===== config.mk =====
export PLATFORM = sky130hd
export DESIGN_NAME = timer_cmd_seq
export DESIGN_NICKNAME = d
export VERILOG_FILES = /design/src/rtl/timer_pkg.sv /design/src/rtl/timer_cmd_seq.sv
export SDC_FILE = /design/constraint.sdc
export NUM_CORES = 1
export LEC_CHECK = 0
export CAP_MARGIN = 5
export CORE_AREA = 2 2 185 187
export CTS_CLUSTER_DIAMETER = 200
export DETAILED_ROUTE_END_ITERATION = 6
export DIE_AREA = 0 0 187 189
export PLACE_DENSITY = 0.82
export SLEW_MARGIN = 20
export SYNTH_ARGS = -nofsm -noshare
export SYNTH_HDL_FRONTEND = slang
export SYNTH_SLANG_ARGS = --single-unit

===== constraint.sdc =====
create_clock -name clk -period 8.1 [get_ports clk]
set_input_delay 1.215 -clock clk [delete_from_list [all_inputs] [get_ports clk]]
set_output_delay 1.215 -clock clk [all_outputs]
set_load 0.01 [all_outputs]

===== src/rtl/timer_pkg.sv =====
// Shared definitions for the 32-bit timer command interface.
// Command word layout: [31:30] opcode, [29:0] operand.
package timer_pkg;

  typedef enum logic [1:0] {
    TMR_SET_INIT  = 2'b00,
    TMR_SET_PRESC = 2'b01,
    TMR_DISABLE   = 2'b10,
    TMR_ENABLE    = 2'b11
  } tmr_op_e;

  localparam int TMR_EXPIRED_BIT = 0;

  function automatic logic [31:0] tmr_word(tmr_op_e op, logic [29:0] operand);
    return {op, operand};
  endfunction

endpackage


===== src/rtl/timer_cmd_seq.sv =====
// Timer command initiator: programs the timer for one {init, prescaler} request,
// measures cycles to expiry and returns the result over a valid/ready response port.
module timer_cmd_seq
  import timer_pkg::*;
#(
  parameter int PRESC_W = 5,
  parameter int CNT_W   = 64,
  parameter int SLACK   = 16,
  parameter int DIS_CYC = 2
) (
  input  logic               clk,
  input  logic               reset_n,
  input  logic               req_valid,
  output logic               req_ready,
  input  logic [29:0]        req_init,
  input  logic [PRESC_W-1:0] req_presc,
  output logic [31:0]        tmr_cmd,
  input  logic [31:0]        tmr_status,
  output logic               rsp_valid,
  input  logic               rsp_ready,
  output logic [CNT_W-1:0]   rsp_cycles,
  output logic [CNT_W-1:0]   rsp_expected,
  output logic               rsp_match,
  output logic               rsp_timeout
);

  generate
    if (CNT_W < 30 + 2**PRESC_W - 1) begin : g_cnt_w_chk
      $error("timer_cmd_seq: CNT_W too small for init << presc");
    end
    if (DIS_CYC < 1) begin : g_dis_chk
      $error("timer_cmd_seq: DIS_CYC must be at least 1");
    end
  endgenerate

  localparam int DIS_W = (DIS_CYC > 1) ? $clog2(DIS_CYC) : 1;

  typedef enum logic [2:0] {
    S_IDLE, S_DIS, S_LD_INIT, S_LD_PRESC, S_ENA, S_RUN, S_RESP
  } state_e;

  state_e             state;
  logic [DIS_W-1:0]   dis_cnt;
  logic [29:0]        init_q;
  logic [PRESC_W-1:0] presc_q;
  logic [CNT_W-1:0]   exp_q;
  logic [CNT_W-1:0]   limit_q;
  logic [CNT_W-1:0]   cnt;

  logic expired;
  logic status_unused;
  assign expired       = tmr_status[TMR_EXPIRED_BIT];
  assign status_unused = ^tmr_status[31:1];

  always_ff @(posedge clk or negedge reset_n) begin
    if (!reset_n) begin
      state        <= S_IDLE;
      dis_cnt      <= '0;
      init_q       <= '0;
      presc_q      <= '0;
      exp_q        <= '0;
      limit_q      <= '0;
      cnt          <= '0;
      req_ready    <= 1'b1;
      tmr_cmd      <= tmr_word(TMR_DISABLE, '0);
      rsp_valid    <= 1'b0;
      rsp_cycles   <= '0;
      rsp_expected <= '0;
      rsp_match    <= 1'b0;
      rsp_timeout  <= 1'b0;
    end else begin
      case (state)
        S_IDLE: if (req_valid) begin
          init_q    <= req_init;
          presc_q   <= req_presc;
          exp_q     <= CNT_W'(req_init) << req_presc;
          limit_q   <= (CNT_W'(req_init) << req_presc) + CNT_W'(SLACK);
          dis_cnt   <= '0;
          req_ready <= 1'b0;
          tmr_cmd   <= tmr_word(TMR_DISABLE, '0);
          state     <= S_DIS;
        end
        S_DIS: begin
          // Holding DISABLE clears any done flag left from the previous run.
          if (dis_cnt == DIS_W'(DIS_CYC - 1)) begin
            tmr_cmd <= tmr_word(TMR_SET_INIT, init_q);
            state   <= S_LD_INIT;
          end else begin
            dis_cnt <= dis_cnt + 1'b1;
          end
        end
        S_LD_INIT: begin
          tmr_cmd <= tmr_word(TMR_SET_PRESC, 30'(presc_q));
          state   <= S_LD_PRESC;
        end
        S_LD_PRESC: begin
          tmr_cmd <= tmr_word(TMR_ENABLE, '0);
          state   <= S_ENA;
        end
        S_ENA: begin
          cnt   <= '0;
          state <= S_RUN;
        end
        S_RUN: begin
          // Expiry is checked first so a same-cycle expiry beats the timeout.
          if (expired || cnt == limit_q) begin
            rsp_cycles   <= cnt;
            rsp_expected <= exp_q;
            rsp_timeout  <= !expired;
            rsp_match    <= expired && (cnt == exp_q);
            rsp_valid    <= 1'b1;
            state        <= S_RESP;
          end else if (cnt != '1) begin
            cnt <= cnt + 1'b1;
          end
        end
        S_RESP: if (rsp_ready) begin
          rsp_valid <= 1'b0;
          req_ready <= 1'b1;
          state     <= S_IDLE;
        end
        default: begin
          state     <= S_IDLE;
          req_ready <= 1'b1;
          rsp_valid <= 1'b0;
        end
      endcase
    end
  end

endmodule


## Yosys cells after proc, flatten, opt, wreduce, memory -nomap -nowiden

Cells that the tools add are included.

- Register bits: 395
- Input bits: 71
- Output and inout bits: 164
- Logic and storage cells: 71

- Add/sub/neg operators: 3
- Equality and inequality tests: 15
- Shifts and indexed selects: 1
- Mux-type cells: 19
- Bitwise operators: 2
- Reduce and logical (&&, ||, !) cells: 17

Operators with widths:

| kind | count |
|---|---|
| $eq A64 B64 Y1 | 2 |
| $mux W64 | 2 |
| $pmux W32 S4 | 1 |
| $pmux W64 S2 | 1 |
| $add A64 B1 Y64 const B | 1 |
| $add A64 B5 Y64 const B | 1 |
| $mux W32 | 2 |
| $ne A64 B64 Y1 const B | 1 |
| $shl A30 B5 Y64 | 1 |
| $pmux W3 S7 | 1 |
| $mux W3 | 4 |
| $ne A2 B2 Y1 const B | 6 |
| $reduce_and A3 Y1 | 4 |
| $reduce_or A5 Y1 | 2 |
| $eq A3 B3 Y1 const B | 3 |
| $eq A3 B2 Y1 const B | 2 |
| $pmux W1 S3 | 2 |
| $reduce_and A2 Y1 | 3 |
| $mux W1 | 5 |
| $reduce_and A4 Y1 | 1 |
| $reduce_bool A2 Y1 | 2 |
| $reduce_bool A4 Y1 | 1 |
| $eq A3 B1 Y1 const B | 1 |
| $logic_not A3 Y1 | 1 |
| 6 further kinds | 7 |

## Depth between registers and ports, before layout

- Depth after elaboration: 4
- Gate-level depth with buffers: 17

## Least setup slack after synthesis

No wires, ideal clock.

- Kind: input to register
- From: input req_presc[2]
- To: register limit_q[34]
- Arrival time: 4.307 ns
- Required time: 8.018 ns
- Path slack: 3.711 ns
- Cell stages on the path: 16
- Path buffers: 6
- Cell sequence: buf_4 > buf_6 > buf_6 > buf_2 > nor3b_1 > nor2_1 > nor2_1 > ha_1 > nor2b_1 > and4b_1 > clkbuf_1 > nand4_1 > or2_1 > clkbuf_1 > or4_1 > a31oi_1

- Cells in the longest elaborated chain, start to end: 2

Ends and longest elaborated chain:

| what | RTL line | text |
|---|---|---|
| start, declared | timer_cmd_seq.sv:16 | `input logic [PRESC_W-1:0] req_presc,` |
| $shl A30 B5 Y64 | timer_cmd_seq.sv:77 | `limit_q <= (CNT_W'(req_init) << req_presc) + CNT_W'(SLACK);` |
| $add A64 B5 Y64 | timer_cmd_seq.sv:77 |  |
| end signal, assigned | timer_cmd_seq.sv:77 |  |
| end, declared | timer_cmd_seq.sv:47 | `logic [CNT_W-1:0] limit_q;` |

Every way passes these cells.
A chain may end at the register's enable or synchronous reset.

## Worst setup path after layout

- From: input req_presc[0]
- To: register limit_q[25]

Same word-level chain as after synthesis.

==> run_results.csv <==
group,metric,value,unit
clock_network,hold_buffers,0,
yosys,synth_edf_count,0,
routing,wl,58300,um
global_route,gr-total-overflow,0,
hold_path,hold_class,"flop to flop",
clock_network,post_cts_buffers,0,
setup_path,endpoint_kind,"flop",
place,place_inst,2447,
sta,fmax,191,MHz
power_and_ir_drop,finalPower,7.02,mW
cells_and_area,nNetsFinal,2115,
cells_and_area,regArea,9590,um2
global_route,antenna_found_initial,0,
floorplan,die_y,189,um
clock_network,ctsResizeCount,0,
place,place_congestion,0.929,
yosys,synthFlopType,"dfrtp_1",
place,port_buffers,200,
floorplan,rows,67,
floorplan,core,33300,um2
clock_network,clockBufferDepth,3,
routing,vias,16100,
cells_and_area,drive_gt1_frac,0.134,
clock_network,tritoncts,"built",
cells_and_area,finalNonFillerCells,2519,
sta,fin_tns_setup,0,ps
yosys,syn_area,19700,um2
yosys,ys_warn_count,0,
cells_and_area,multi_input_area,9440,um2
global_route,grtUsageTotal,0.329,
sta,worst_pin_slew,1020,ps
routing,ant_nets,0,
cells_and_area,syn2layout_area_growth,17.5,%
routing,routedWlPerCell,23.1,um
setup_path,cp.arrival,5670,ps
cells_and_area,fin_area,23200,um2
sta,finClkSkew,27.8,ps
yosys,ys_ff_latch,383,
floorplan,initial_utilization,0.592,
power_and_ir_drop,ir_drop,0.216,mV
global_route,grt_pass1_wl,90000,um
sta,whs,476,ps
sta,report.final.slew_viol_count,0,
clock_network,clock_latency,550,ps
yosys,synth.avg_cell_area,10.2,um2
setup_path,path_max_fanout,31,
yosys,synth.top_cell.area_share,0.484,
global_route,met3_usage,0.0610,
power_and_ir_drop,p_leak,10.5,nW
yosys,synth_area_leaders,"dfrtp_1, mux2_2, nand2_1",
yosys,synth_cell_types,76,
routing,vias_per_cell,6.39,
yosys,synthArstFlopShare,1.00,
global_route,grt.met2_usage,0.522,
place,dpl_cell_area,21800,um2
routing,dr.first_iter.drc_count,1845,
floorplan,chipWidth,187,um
yosys,syn-instance-count,1932,
setup_path,cp.required,8540,ps
floorplan,die-area,35300,um2
clock_network,root_buffer,"clkbuf_16",
outcome,status,"finished clean",
clock_network,htree_levels,2,
clock_network,clock_sinks,383,
cells_and_area,final_common_cell,"dfrtp_1",
sta,hold_violations,0,
floorplan,top_level_ports,235,
flow_run,drv_cap,0,
sta,setup-violations-final,0,
sta,fin_crit,5220,ps
sta,rsz0062_at_grt,"false",
global_route,grt_pass1_vias,15700,
routing,drtPass1Iterations,5,
sta,max_slew_margin,0.322,
cells_and_area,antenna-diode-count,0,
place,post-dp-hpwl,42200,um
clock_network,path_clk_slew,60,ps
global_route,grt_busiest_layer,"met2",
setup_path,worstSetupPathType,"input port to flop",
clock_network,numCtsBuffers,40,
yosys,yosysSeqAreaShare,0.486,
power_and_ir_drop,power_density,303,nW/um2
yosys,yosys.area.top_type,"dfrtp_1",
routing,drc,0,
cells_and_area,fillers,2411,
cells_and_area,most-common-layout-cells,"dfrtp_1, nand2_1, clkdlybuf4s50_1, mux2_2, o21ai_0",
global_route,grt_max_degree,154,
global_route,use_met1,0.442,
sta,finalCritPeriodShare,0.645,
setup_path,critPathLaunchType,"input port",
==> sequential cells by signal (all words and copies together), names as in the netlist, 3 cells and up <==
register	count
cnt	64
rsp_cycles	64
exp_q	61
rsp_expected	61
limit_q	58
tmr_cmd	32
init_q	30
presc_q	5
state	3
==> metrics by stage <==
step                worst slack (ps)   util
global placement                2500  0.655
CTS                             2980  0.695
detailed placement              2470  0.655
global route                    2670  0.696
finish                          2880  0.696
floorplan                       3710      -
==> layout make-up <==
| class | count | area share |
|---|---|---|
| flip-flops and latches | 383 | 0.414 |
| multi-input cells | 1372 | 0.407 |
| repair buffers | 220 | 0.0942 |
| clock buffers | 54 | 0.0494 |
| well taps | 448 | 0.0242 |
| clock inverters | 17 | 0.00681 |
| inverters | 25 | 0.00405 |
==> where the power goes <==
group          switching, mW  internal [mW]  leakage (nW)
Clock                  0.769           1.06         0.641
Sequential             0.509           2.46          5.08
Combinational           1.22           1.01          4.77
==> critical path: stages <==
cell and delay, ps:
clkdlybuf4s50_1 450, buf_4 350, clkinv_1 800, mux2_2 530
mux2i_1 130, o22ai_1 450, nand4_1 450, nor4_2 820
a21oi_1 180, o31ai_1 250
==> worst paths after layout <==
kind | slack, ps | cells past startpoint | to | from
min | 480 | 2 | req_ready | req_ready
min reg2reg | 480 | 2 | req_ready | req_ready
max | 2880 | 10 | limit_q[25] | req_presc[0]
max reg2reg | 4000 | 10 | rsp_expected[37] | cnt[18]
min in group asynchronous | 660 | 1 | rsp_cycles[54] | reset_n
max in group asynchronous | 5900 | 2 | rsp_expected[18] | reset_n
==> cells by family (layout without fill, tap and decap cells) <==
family          after synthesis  in the layout  synth area share
flops                       383            383             0.486
simple gates                673            673             0.159
xor+xnor                    136            136            0.0604
compound gates              347            347             0.113
buf+inv                     179            316            0.0389
other cells                   1              3          0.000190
fa+ha+maj                     2              2           0.00127
mux                         211            211             0.141
==> routing by layer <==
metal,part of all wire,wire length [um]
met5,0,0
met4,0.048,2780
met3,0.088,5120
met2,0.47,27300
met1,0.40,23100
==> synth_stat cells, types with 5 or more instances <==
master / n
xnor2_1: 54
mux2i_1: 32
o31ai_1: 38
clkbuf_1: 125
nand2_1: 339
o21a_1: 12
nor2_1: 88
buf_1: 12
a22o_1: 6
nor2b_1: 7
a21o_1: 24
dfrtp_1: 381
nand2b_1: 6
a211oi_1: 7
mux2_2: 142
o22ai_1: 11
nand3_1: 41
or4_1: 31
a22oi_1: 14
o211ai_1: 7
nor3_1: 19
or3_1: 31
and3_1: 17
a21oi_1: 72
and4_1: 5
buf_2: 6
mux4_2: 21
nor4_1: 30
and2_1: 12
inv_1: 24
xor2_1: 82
mux4_1: 13
nand4_1: 31
o2111ai_1: 5
or2_2: 5
o21ai_0: 108
Note: power is estimated with default switching activity, not from simulation.
==> edit 1: new RTL, same settings <==
Make the reset (`reset_n`) synchronous in one clocked block.
--- a/src/rtl/timer_cmd_seq.sv
+++ b/src/rtl/timer_cmd_seq.sv
@@ -52,7 +52,7 @@
   assign expired       = tmr_status[TMR_EXPIRED_BIT];
   assign status_unused = ^tmr_status[31:1];
 
-  always_ff @(posedge clk or negedge reset_n) begin
+  always_ff @(posedge clk) begin
     if (!reset_n) begin
       state        <= S_IDLE;
       dis_cnt      <= '0;
Formal check against the unedited RTL: differs if reset_n is asserted again (counterexample within 4 cycles, from zero or initial values and one cycle with reset_n low); with reset_n held inactive, the same outputs for 4 cycles.
==> edit 1 against the original RTL <==
- non-clock buffer count is 2 lower
- critical path depth down 1
- setup slack improved by 0.29 ns
- register-to-register slack lost 0.13 ns
- design area fell by 2.7%
- synthesized area shrank 1.2%
- routed wire length grew 5.6%
- global-route usage up 0.82 points
- clock skew decreased by 0.0015 ns
- cell count rose by 17%
- fmax rose by 5.9%
- count of clock-buffer cells in the layout grew 2
- sequential cell count unchanged
- critical path type unchanged
- highest routed layer unchanged
Power is not compared: it rests on default switching activity, and its combinational part moved more than twofold at a synthesized area within 25%.
==> edit 1: results (changes against the original RTL) <==
DP HPWL=44.1 mm (was 42.2 mm); antenna cells=0 (unchanged); Worst Path Arrival=5.39 ns (was 5.67 ns); Post-CTS Setup Inserts=0 (unchanged); Hold Path Class=reg -> reg (unchanged); LEAKAGE=7.96 nW; final hold violations=0 (unchanged); DRT iter0 DRCs=2467 (was 1845); DP Worst Slack=2.72 ns (was 2.47 ns); synth cell count leaders=nand2_1, dfxtp_1, a21oi_1, clkbuf_1, nor2_1 (was dfrtp_1, nand2_1, mux2_2, clkbuf_1, o21ai_0); Synth Instances=2430 (was 1932); Clock transition at path regs=0.06 ns (about the same); vias per inst=6.32 (was 6.39); clock root buffer=clkbuf_16 (unchanged); vias in the first global route=17161 (was 15661); biggest regs=cnt (64), rsp_cycles (64) (unchanged); Post-synth top flop=dfxtp_1 (was dfrtp_1); Min Hold Slack=0.451 ns (was 0.476 ns); drt first pass iters=6 (was 5); status=complete, no violations (unchanged); share of layout cells above drive strength 1=0.0725 (was 0.134); top cells by area, synth=dfxtp_1, nand2_1, a21oi_1, xor2_1, mux4_2 (was dfrtp_1, mux2_2, nand2_1, xor2_1, o21ai_0); largest net degree at the start of global routing=106 (was 154); CTS resizes=0 (unchanged); All-Layer GR Usage=0.337 (was 0.329); Seq/Total Area, Yosys=0.394 (was 0.486); worst-margin pin slew=1.14 ns (was 1.02 ns); Placement Cell Area=21200 sq um (was 21800 sq um); DRC=0 (unchanged); fin crit period=4.93 ns (was 5.22 ns); Post-synth ARST share=0 (was 1.00); Max FO, Critical Path=21 (was 31); peak supply drop=148 uV; RePlAce Congestion=0.997 (was 0.929); Ys Warns=0 (unchanged); Placed Cells=2876 (was 2447); nets=2543 (was 2115); Port Buffers=200 (unchanged); post-synth cell types=91 (was 76); r2r setup slk=3.87 ns (was 4.00 ns); Clock Path Buffers=3 (unchanged); final WL=61.6 mm (was 58.3 mm); CTS Buf Count=40 (unchanged); clock skew=0.0263 ns (was 0.0278 ns); routed vias=18606 (was 16087); first-pass GRT wire length=95.0 mm (was 90.0 mm); H-tree depth=2 (unchanged)
==> edit 1: cell types whose count changed in the layout (fill, tap and decap cells not counted), moves of 60 or more <==
cell	delta
dfxtp_1	+383
dfrtp_1	-381
a21oi_1	+222
nand2_1	+196
mux2_2	-117
nor2_1	+66
o21ai_0	-60
==> edit 1: logic make-up after synthesis <==
logic type      Yosys count  synth area share
compound gates          505             0.156
xor+xnor                143            0.0643
fa+ha+maj                 2           0.00128
buf+inv                 245            0.0549
flops                   383             0.394
mux                     120            0.0890
other cells               1          0.000193
simple gates           1031             0.241
==> edit 1: cell type report <==
type	instances	area [sq um]
clock inverters	13	140
fillers	2681	10700
clock buffers	56	1160
well taps	448	561
multi-input cells	1804	10800
inverters	23	93.8
repair buffers	218	2120
flip-flops and latches	383	7670
==> edit 1: worst max-delay path: stages <==
cell	delay [ns]
clkdlybuf4s50_1	0.85
buf_4	0.43
nor2_1	0.73
o21ai_0	0.36
o211ai_1	0.38
nand4_1	0.31
or3_1	0.45
or4_1	0.48
a31oi_1	0.17
==> edit 1: routing by layer <==
layer	vias to the layer above	global-route usage	part of all wire
met5	-	0	0
met2	1017	0.561	0.47
met4	0	0.144	0.041
li1	8533	-	-
met3	137	0.0458	0.091
met1	8919	0.441	0.40
==> edit 1: final timing paths <==
path                            to  depth (start not counted)         start
hold reg to reg          rsp_match                          2     rsp_match
setup reg to reg  rsp_expected[40]                          9       cnt[56]
setup / recovery       limit_q[36]                          9  req_presc[4]
hold / removal           rsp_match                          2     rsp_match
==> edit 1: power breakdown <==
group          total, mW  internal (mW)  switching, mW
clock network       1.83           1.07          0.763
logic              0.645          0.226          0.419
registers           2.03           1.95         0.0758
total               4.51           3.25           1.26
==> edit 2: new RTL, config.mk and constraints unchanged <==
Made on the original files. Change the parameter `PRESC_W` from 5 to 4.
--- a/src/rtl/timer_cmd_seq.sv
+++ b/src/rtl/timer_cmd_seq.sv
@@ -3,7 +3,7 @@
 module timer_cmd_seq
   import timer_pkg::*;
 #(
-  parameter int PRESC_W = 5,
+  parameter int PRESC_W = 4,
   parameter int CNT_W   = 64,
   parameter int SLACK   = 16,
   parameter int DIS_CYC = 2
Ports: changed (resized req_presc); port bits go from 235 to 234. No check against the original RTL was run, so the function may have changed too.
==> edit 2 against the original RTL <==
- routed wire length down 15%
- clock power down 8%
- sequential cell count down 49
- setup slack better by 1.0 ns
- design area down 10%
- synthesized area down 9.9%
- total power down 13%
- clock skew up 0.00090 ns
- fmax up 25%
- critical path depth up 2
- synthesized cell count up 1.3%
- die area unchanged
- first-iteration DRC count down 23%
- largest power group unchanged
==> edit 2: results (changes against the original RTL) <==
nets=2120 (was 2115); Non-clock inverters=24 (was 25); Non-clk bufs=197 (was 220); Synth Instances=1957 (was 1932); post-route setup slack=3.92 ns (was 2.88 ns); Max FO, Critical Path=30 (was 31); share of layout cells above drive strength 1=0.0810 (was 0.134); Layout non-clock buf frac=0.0936 (was 0.0942); clk tree area frac=0.0589 (was 0.0562); peak supply drop=220 uV (was 216 uV); Multi-input gate area=8610 sq um (was 9440 sq um); Seq/total area=0.402 (was 0.414); post-synth cell types=85 (was 76); Layout Cells excl Fill=2522 (was 2519); synth cell count leaders=nand2_1, dfrtp_1, o21ai_0, clkbuf_1, xor2_1 (was dfrtp_1, nand2_1, mux2_2, clkbuf_1, o21ai_0); DP HPWL=35.0 mm (was 42.2 mm); Hold Path Sink=rsp_cycles[59] (was req_ready); initial antenna violation count=0 (unchanged); DP Worst Slack=3.21 ns (was 2.47 ns); Seq/Total Area, Yosys=0.470 (was 0.486); r2r setup slk=4.20 ns (was 4.00 ns); RePlAce Congestion=0.909 (was 0.929); first-pass GRT wire length=78.7 mm (was 90.0 mm); pwr dens=295 nW/um^2 (was 303 nW/um^2); GRT met2 Usage=0.465 (was 0.522); Clock power frac=0.274 (was 0.260); CTS Sinks=334 (was 383); Clk Latency, worst-skew pair=0.53 ns (was 0.55 ns); Port Buffers=183 (was 200); status=complete, no violations (unchanged); Slew headroom=0.302 (was 0.322); Worst Path Arrival=4.61 ns (was 5.67 ns); Net Sw Power=2.19 mW (was 2.49 mW); Placement Cell Area=19500 sq um (was 21800 sq um); Min Hold Slack=0.473 ns (was 0.476 ns); largest net degree at the start of global routing=156 (was 154); Worst Setup SP=req_presc[2] (was req_presc[0]); fillcell total=2789 (was 2411); top cells by area, synth=dfrtp_1, nand2_1, xor2_1, o21ai_0, mux4_2 (was dfrtp_1, mux2_2, nand2_1, xor2_1, o21ai_0); multi-input gates=1454 (was 1372); routed vias=15080 (was 16087); Core Util, Final=0.625 (was 0.696); All-Layer GR Usage=0.278 (was 0.329); clock skew=0.0287 ns (was 0.0278 ns); delay-heaviest family, CP=simple AND/OR/NAND/NOR gates (was buffers and inverters); CP Capture Point=limit_q[36] (was limit_q[25]); grt met3 use=0.0432 (was 0.0610); Hold Crit Start=rsp_cycles[59] (was req_ready); combinational power=1.87 mW (was 2.23 mW); Global Route met1 Usage=0.363 (was 0.442); Worst path slowest cell=or4_1 (was nor4_2)
-- edit 2: changes by cell type after synthesis, sizes merged, moves of 9 or more --
| cell | delta |
|---|---|
| nand2 | +271 |
| mux2 | -122 |
| dfrtp | -49 |
| xnor2 | -35 |
| buf | +29 |
| nor2 | -28 |
| clkbuf | -21 |
| a31oi | +15 |
| o21a | -11 |
| a21oi | -10 |
| o22ai | -9 |
-- edit 2: logic make-up (layout without fill, tap and decap cells) --
family,count (synthesis),count (layout),synth area share
AOI/OAI and AO/OA,318,318,0.114
xor gates and xnor gates,103,103,0.0508
other,1,19,0.000211
buffers and inverters,187,286,0.0529
muxes,89,89,0.0752
adders and majority gates,2,2,0.00141
DFF,334,334,0.470
and+or+nand+nor,923,923,0.235
-- edit 2: layer usage --
layer | share of wire | vias to the layer above | wire length [um]
met2 | 0.49 | 655 | 24300
met3 | 0.071 | 150 | 3540
met1 | 0.40 | 7368 | 19600
li1 | - | 6907 | -
met5 | 0 | - | 0
met4 | 0.042 | 0 | 2070
